===== src/rtl/row_col_matrix_multiplier_if.sv =====
// Operand-read, result read-modify-write and control signals of the matrix multiplier.
// The master modport is the multiplier; the slave modport is the memory/consumer side.
interface row_col_matrix_multiplier_if #(
  parameter int m_len = 2,
  parameter int n_len = 3
);
  logic             start;
  logic [31:0]      a_in;
  logic [31:0]      b_in;
  logic [31:0]      current_element;
  logic             z_ack;
  logic [m_len-1:0] a_i;
  logic [n_len-1:0] a_j;
  logic [n_len-1:0] b_i;
  logic [m_len-1:0] b_j;
  logic [31:0]      z_out;
  logic [m_len-1:0] z_i;
  logic [m_len-1:0] z_j;
  logic             z_stb;
  logic             done;

  modport master (
    input  start, a_in, b_in, current_element, z_ack,
    output a_i, a_j, b_i, b_j, z_out, z_i, z_j, z_stb, done
  );

  modport slave (
    output start, a_in, b_in, current_element, z_ack,
    input  a_i, a_j, b_i, b_j, z_out, z_i, z_j, z_stb, done
  );
endinterface


===== src/rtl/row_col_matrix_multiplier.sv =====
// Sequential R = A x B multiplier: one product per handshake, accumulated into R
// through a read-modify-write of the external result memory.
module row_col_matrix_multiplier #(
  parameter int n     = 8,
  parameter int m     = 4,
  parameter int m_len = $clog2(m),
  parameter int n_len = $clog2(n)
) (
  input logic                       clk,
  input logic                       rst,
  row_col_matrix_multiplier_if.master bus
);

  typedef enum logic [2:0] {
    IDLE,
    FETCH,
    MAC,
    WAIT_ACK,
    RELEASE,
    DONE
  } state_t;

  localparam logic [m_len-1:0] M_LAST = m_len'(m - 1);
  localparam logic [n_len-1:0] N_LAST = n_len'(n - 1);

  state_t           state, state_nx;
  logic [m_len-1:0] i_q, j_q;
  logic [n_len-1:0] k_q;
  logic [31:0]      z_q;
  logic             stb_q;

  logic clr_idx, adv_idx, load_z, drop_stb, last;

  assign last = (i_q == M_LAST) && (j_q == M_LAST) && (k_q == N_LAST);

  always_ff @(posedge clk) begin
    if (!rst) state <= IDLE;
    else      state <= state_nx;
  end

  // RELEASE waits for z_ack to fall so a lingering ack cannot retire the next product.
  always_comb begin
    state_nx = state;
    clr_idx  = 1'b0;
    adv_idx  = 1'b0;
    load_z   = 1'b0;
    drop_stb = 1'b0;
    case (state)
      IDLE: begin
        if (bus.start) begin
          clr_idx  = 1'b1;
          state_nx = FETCH;
        end
      end
      FETCH: state_nx = MAC;
      MAC: begin
        load_z   = 1'b1;
        state_nx = WAIT_ACK;
      end
      WAIT_ACK: begin
        if (bus.z_ack) begin
          drop_stb = 1'b1;
          state_nx = RELEASE;
        end
      end
      RELEASE: begin
        if (!bus.z_ack) begin
          if (last) begin
            state_nx = DONE;
          end else begin
            adv_idx  = 1'b1;
            state_nx = FETCH;
          end
        end
      end
      DONE: begin
        if (!bus.start) state_nx = IDLE;
      end
      default: state_nx = IDLE;
    endcase
  end

  always_ff @(posedge clk) begin
    if (!rst) begin
      i_q   <= '0;
      j_q   <= '0;
      k_q   <= '0;
      z_q   <= '0;
      stb_q <= 1'b0;
    end else begin
      if (clr_idx) begin
        i_q <= '0;
        j_q <= '0;
        k_q <= '0;
      end else if (adv_idx) begin
        if (k_q == N_LAST) begin
          k_q <= '0;
          if (j_q == M_LAST) begin
            j_q <= '0;
            i_q <= i_q + m_len'(1);
          end else begin
            j_q <= j_q + m_len'(1);
          end
        end else begin
          k_q <= k_q + n_len'(1);
        end
      end
      if (load_z) begin
        z_q   <= bus.current_element + bus.a_in * bus.b_in;
        stb_q <= 1'b1;
      end else if (drop_stb) begin
        stb_q <= 1'b0;
      end
    end
  end

  assign bus.a_i   = i_q;
  assign bus.z_i   = i_q;
  assign bus.a_j   = k_q;
  assign bus.b_i   = k_q;
  assign bus.b_j   = j_q;
  assign bus.z_j   = j_q;
  assign bus.z_out = z_q;
  assign bus.z_stb = stb_q;
  assign bus.done  = (state == DONE);

endmodule


===== src/flat_wrapper.sv =====
// flat-port wrapper written by rule: the top's interface ports become plain ports
module row_col_matrix_multiplier_flat 
#(
  parameter int n     = 8,
  parameter int m     = 4,
  parameter int m_len = $clog2(m),
  parameter int n_len = $clog2(n)
)
  (clk, rst, bus_start, bus_a_in, bus_b_in, bus_current_element, bus_z_ack, bus_a_i, bus_a_j, bus_b_i, bus_b_j, bus_z_out, bus_z_i, bus_z_j, bus_z_stb, bus_done);
  row_col_matrix_multiplier_if #(.m_len(m_len), .n_len(n_len)) bus_i ();
  input logic clk;
  input logic rst;
  input wire logic [$bits(bus_i.start)-1:0] bus_start;
  input wire logic [$bits(bus_i.a_in)-1:0] bus_a_in;
  input wire logic [$bits(bus_i.b_in)-1:0] bus_b_in;
  input wire logic [$bits(bus_i.current_element)-1:0] bus_current_element;
  input wire logic [$bits(bus_i.z_ack)-1:0] bus_z_ack;
  output wire logic [$bits(bus_i.a_i)-1:0] bus_a_i;
  output wire logic [$bits(bus_i.a_j)-1:0] bus_a_j;
  output wire logic [$bits(bus_i.b_i)-1:0] bus_b_i;
  output wire logic [$bits(bus_i.b_j)-1:0] bus_b_j;
  output wire logic [$bits(bus_i.z_out)-1:0] bus_z_out;
  output wire logic [$bits(bus_i.z_i)-1:0] bus_z_i;
  output wire logic [$bits(bus_i.z_j)-1:0] bus_z_j;
  output wire logic [$bits(bus_i.z_stb)-1:0] bus_z_stb;
  output wire logic [$bits(bus_i.done)-1:0] bus_done;
  assign bus_i.start = bus_start;
  assign bus_i.a_in = bus_a_in;
  assign bus_i.b_in = bus_b_in;
  assign bus_i.current_element = bus_current_element;
  assign bus_i.z_ack = bus_z_ack;
  assign bus_a_i = bus_i.a_i;
  assign bus_a_j = bus_i.a_j;
  assign bus_b_i = bus_i.b_i;
  assign bus_b_j = bus_i.b_j;
  assign bus_z_out = bus_i.z_out;
  assign bus_z_i = bus_i.z_i;
  assign bus_z_j = bus_i.z_j;
  assign bus_z_stb = bus_i.z_stb;
  assign bus_done = bus_i.done;
  row_col_matrix_multiplier #(.n(n), .m(m), .m_len(m_len), .n_len(n_len)) u_core (.clk(clk), .rst(rst), .bus(bus_i));
endmodule

===== config.mk =====
export PLATFORM = sky130hd
export DESIGN_NAME = row_col_matrix_multiplier_flat
export DESIGN_NICKNAME = d
export VERILOG_FILES = /design/src/rtl/row_col_matrix_multiplier_if.sv /design/src/rtl/row_col_matrix_multiplier.sv /design/src/flat_wrapper.sv
export SDC_FILE = /design/constraint.sdc
export NUM_CORES = 1
export LEC_CHECK = 0
export CAP_MARGIN = 20
export CORE_ASPECT_RATIO = 0.5
export CORE_UTILIZATION = 30
export DETAILED_ROUTE_END_ITERATION = 16
export PLACE_DENSITY = 0.59
export SLEW_MARGIN = 20
export SYNTH_ARGS = -nofsm -noshare
export SYNTH_HDL_FRONTEND = slang
export SYNTH_SLANG_ARGS = --single-unit
export TNS_END_PERCENT = 1

===== constraint.sdc =====
create_clock -name clk -period 8.9 [get_ports clk]
set_input_delay 1.78 -clock clk [delete_from_list [all_inputs] [get_ports clk]]
set_output_delay 1.78 -clock clk [all_outputs]
set_load 0.02 [all_outputs]

# After elaboration in Yosys (flattened, before gate mapping)
# Index checks and enable logic that the tools add are counted.
[word_totals] register_bits=43 input_bits=100 out_inout_bits=48 word_cells=50
[op_classes] addsub=4 mul=1 n_eq_ne=12 muxes=18 bitwise_logic=1 reduce_logical=8
[op_table] operator="adder 32 bit" n=1
[op_table] operator="multiplier 32 x 32 -> 32 bit" n=1
[op_table] operator="two-way mux 3 bit" n=6
[op_table] operator="one-hot mux 3 bit (6 select lines)" n=1
[op_table] operator="two-way mux 1 bit" n=10
[op_table] operator="equality test 3 bit (second input constant)" n=3
[op_table] operator="inequality test 2 bit (second input constant)" n=4
[op_table] operator="equality test 3 x 2 -> 1 bit (second input constant)" n=2
[op_table] operator="adder 2 x 1 -> 2 bit (second input constant)" n=2
[op_table] operator="equality test 2 bit (second input constant)" n=2
[op_table] operator="AND reduction 4 bit" n=1
[op_table] operator="adder 3 x 1 -> 3 bit (second input constant)" n=1
[op_table] operator="equality test 3 x 1 -> 1 bit (second input constant)" n=1
[op_table] operator="logical NOT 3 bit" n=1
[op_table] operator="AND reduction 3 bit" n=1
[op_table] operator="logical AND 1 bit" n=2
[op_table] operator="two-way mux 2 bit" n=1
[op_table] operator="AND reduction 2 bit" n=1
[op_table] operator="nonzero test 2 bit" n=1
[op_table] operator="OR reduction 2 bit" n=1
[op_table] operator="NOT 1 bit" n=1

# Longest topological paths before layout
[depth] ltp_word=7 ltp_mapped=29 mapped_depth_nobuf=26

# Worst setup path before layout
# No wires, ideal clock.
[synth_timing] kind="input -> register" startpoint="input port bus_b_in[2]" endpoint="register u_core.z_q[31] (netlist: u_core.bus.z_out[31])" setup_time_ns=0.133 arrival_time_ns=8.269 required_time_ns=8.767 setup_slack_ns=0.498 path_stages=26 n_path_buf=2 path_cell_list="clkbuf_1 > clkbuf_1 > and2_1 > fa_1 > inv_1 > fa_1 > inv_1 > fa_1 > inv_1 > fa_1 > inv_1 > fa_1 > fa_1 > fa_1 > inv_1 > fa_1 > inv_1 > ha_1 > a21oi_1 > o21ai_0 > a221o_1 > a22o_1 > a311oi_2 > o31ai_1 > xnor2_1 > a21oi_1"
[synth_via] elab_chain_cells=2
[synth_lines] item="from (decl)" line_no="flat_wrapper.sv:15" text="input wire logic [$bits(bus_i.b_in)-1:0] bus_b_in;"
[synth_lines] item="multiplier 32 x 32 -> 32 bit" line_no="row_col_matrix_multiplier.sv:109" text="z_q <= bus.current_element + bus.a_in * bus.b_in;"
[synth_lines] item="adder 32 bit" line_no="row_col_matrix_multiplier.sv:109"
[synth_lines] item="to (signal assigned)" line_no="row_col_matrix_multiplier.sv:109"
[synth_lines] item="to (decl)" line_no="row_col_matrix_multiplier.sv:29" text="logic [31:0] z_q;"
# No other way between the ends.
# A chain may end at the register's enable or synchronous reset.

# Worst setup path after layout
[layout_timing] startpoint="input port bus_a_in[19]" endpoint="register u_core.z_q[30] (netlist: u_core.bus.z_out[30])"
[layout_via] elab_chain_cells=2
[layout_lines] item="from (decl)" line_no="flat_wrapper.sv:14" text="input wire logic [$bits(bus_i.a_in)-1:0] bus_a_in;"
[layout_lines] item="multiplier 32 x 32 -> 32 bit" line_no="row_col_matrix_multiplier.sv:109"
[layout_lines] item="adder 32 bit" line_no="row_col_matrix_multiplier.sv:109"
# No other way between the ends.

==> out/qor.yml <==
run_status:
  outcome: "finished, final reports clean"
setup_path:
  reg2reg_setup_slack_ns: 7.07
  path_delay_family: "adder cells"
  crit-reg2reg-launch: "u_core.state[1]"
  cpMostUsedCell: "fa_1"
  critPathLaunch: "bus_a_in[19]"
  cp_data_arrival_time_ns: 8.82
  endpoint_kind: "flop"
  required_ns: 9.10
  critPathMaxFanout: 8
  slowest_stage: "fa_1"
  crit_type: "in -> reg"
  startpoint_type: "primary input"
  slowest_delay_ns: 0.58
  path_buf_inv: 8
timing:
  period_minus_slack_ns: 8.62
  tightestPinTransition_ns: 0.538
  fmax_mhz: 116
  clock_skew_ns: 0.00514
  rsz0062_at_grt: "no"
  fin_setup_tns_ns: 0
  timing.final.ws_setup_ns: 0.283
  finalHoldViolCount: 0
  fin_crit_sh_pct: 96.8
  final-max-slew-violation-count: 0
  slew_headroom_pct: 64.0
  finalSetupViolCount: 0
clocking:
  cts_tree: "done"
  clock_tree.buffer_depth: 2
  root_buffer: "clkbuf_16"
  clock_latency_ns: 0.28
  clk_pin_slew_ns: 0.06
  cts_sinks: 43
  cts_htree_levels: 2
  cts_hold_buf: 0
  cts_made_buffers: 5
drt:
  routed_via_density: 4.54
  drt_first_iter_violations: 877
  firstDrtPassIters: 5
  ant_nets: 0
  vias: 14000
  drc: 0
  routed_wl_um: 52600
  wire_per_inst_um: 17.1
global_route:
  first_global_vias: 14600
  grt_first_pass_wirelength_um: 85100
  grt-ovfl-total: 0
  globalRouteTotalUtil_pct: 17.4
  antenna_found_initial: 2
  grt_max_degree: 41
yosys:
  ys_seq_area_share_pct: 4.66
  ys_top_cells_by_area: "fa_1, inv_1, and2_1"
  syn_nets: 2760
  yosys_warnings: 0
  async_flop_share_pct: 0
  syn_inst: 2094
  synth_edf_count: 0
  ys_types: 58
  synth_top_cell_by_area: "fa_1"
  syn_avg_cell_area_um2: 8.83
  synth_area_um2: 18500
  synth-seq-cells: 43
  ys.flop_type: "dfxtp_1"
  synth_top_area_share_pct: 47.4
floorplanning:
  initial_core_util_pct: 30.8
  die_h_um: 178
  dieArea_um2: 62700
  num_rows: 63
  core_um2: 60100
  fp.dieW_um: 353
  io_pins: 148
final_layout:
  drive_above_1_share_pct: 6.45
  fin_cells: 3075
  fillers: 6127
  final_area_um2: 22000
  finalNetCount: 2927
  final-seq-area_um2: 861
  multi_input_area_um2: 15300
  area_growth_pct: 18.9
placed_design:
  hpwl_um: 45700
  placed_cells: 3064
  dpl-instance-area_um2: 21800
  io_buffers: 147
  globalplace.congestion: 0.901
  place_ws_ns: -0.0646
job:
  maxCapViolCount: 0
hold_path:
  hold_class: "reg -> reg"
  worstHoldStart: "u_core.bus.z_out[15]"
-- sequential cells by signal, summed over array words and instances (netlist names) --
signal,count
u_core.bus.a_j,3
u_core.bus.z_stb,1
u_core.bus.b_j,2
u_core.state,3
u_core.bus.a_i,2
u_core.bus.z_out,32
-- cell usage after synthesis (6+ instances only) --
cell type / count
nor2_1: 16
nand2_1: 301
nor3_1: 6
a211oi_1: 6
inv_1: 499
xor2_1: 16
a31oi_1: 11
xnor2_1: 65
ha_1: 128
clkbuf_1: 97
o21ai_0: 16
and2_1: 297
nand3_1: 9
a21o_1: 6
o21a_1: 6
fa_1: 438
a21oi_1: 54
dfxtp_1: 43
buf_4: 7
-- routing by layer --
metal / track usage [%] / vias to the layer above / share of wire [%]
li1: - / 6397 / -
met1: 26.1 / 7084 / 47
met2: 26.0 / 459 / 42
met3: 4.07 / 27 / 9.7
met4: 2.27 / 0 / 0.99
met5: 0 / - / 0
-- cell usage in the layout, fill, tap and decap left out, types with 4 or more instances in the layout --
cell,Yosys,final
nor3_1,6,6
o21bai_1,4,4
ha_1,128,128
and2_1,297,297
a31oi_1,11,11
fa_1,438,436
xnor2_1,65,65
o21ai_0,16,16
dfxtp_1,43,43
a21o_1,6,6
or3_1,5,5
buf_12,0,27
a21oi_1,54,53
clkdlybuf4s50_1,0,144
nor2_1,16,16
buf_4,7,94
nand2_1,301,301
o21a_1,6,6
clkbuf_16,0,6
inv_1,499,499
xor2_1,16,16
a211oi_1,6,6
nand3_1,9,9
-- area by class of cell --
| type | instances | area share [%] |
|---|---|---|
| multi-input cells | 1442 | 69.7 |
| repair buffers | 270 | 12.6 |
| inverters | 499 | 8.52 |
| well taps | 812 | 4.62 |
| flip-flops and latches | 43 | 3.92 |
| clock buffers | 5 | 0.569 |
| clock inverters | 3 | 0.0683 |
| diodes | 1 | 0.0114 |
-- cell families (layout without fill, tap and decap cells) --
logic type | Yosys count | after routing | synth area share, %
buffers and inverters | 609 | 777 | 12.5
AOI/OAI and AO/OA | 131 | 131 | 4.53
and+or+nand+nor | 661 | 661 | 18.1
other | 0 | 1 | 0
muxes | 2 | 2 | 0.108
xor gates and xnor gates | 82 | 82 | 3.96
adders and majority gates | 566 | 566 | 56.1
DFF | 43 | 43 | 4.66
-- worst min-delay path: cells and delay by family, from the launching register on --
| family | cells | cell delay (ns) |
|---|---|---|
| flip-flops | 1 | 0.31 |
| AND/OR/NAND/NOR | 1 | 0.05 |
| AO/OA/AOI/OAI | 1 | 0.05 |
-- metrics by stage --
stage               hold WS [ns]  util (%)
detailed placement         0.444      36.3
global placement           0.440      36.3
CTS                        0.453      36.5
floorplan                  0.482         -
global route               0.467      36.6
finish                     0.448      36.6
-- repair_timing --
| item | in CTS | in global routing |
|---|---|---|
| gates resized for setup | 0 | 9 |
| buffers inserted | 0 | 1 |
| endpoints found under the setup margin | 0 | 5 |
| hold endpoints to repair | 0 | 0 |
-- worst paths after layout --
| path | cells after the start | endpoint |
|---|---|---|
| setup reg to reg | 6 | u_core.bus.z_out[30] |
| hold / removal | 2 | u_core.bus.z_out[15] |
| hold reg to reg | 2 | u_core.bus.z_out[15] |
| setup / recovery | 25 | u_core.bus.z_out[30] |
Power is left out: the tool's default activity adds up to more than one toggle a clock period on the data nets, which glitch-free logic cannot reach.
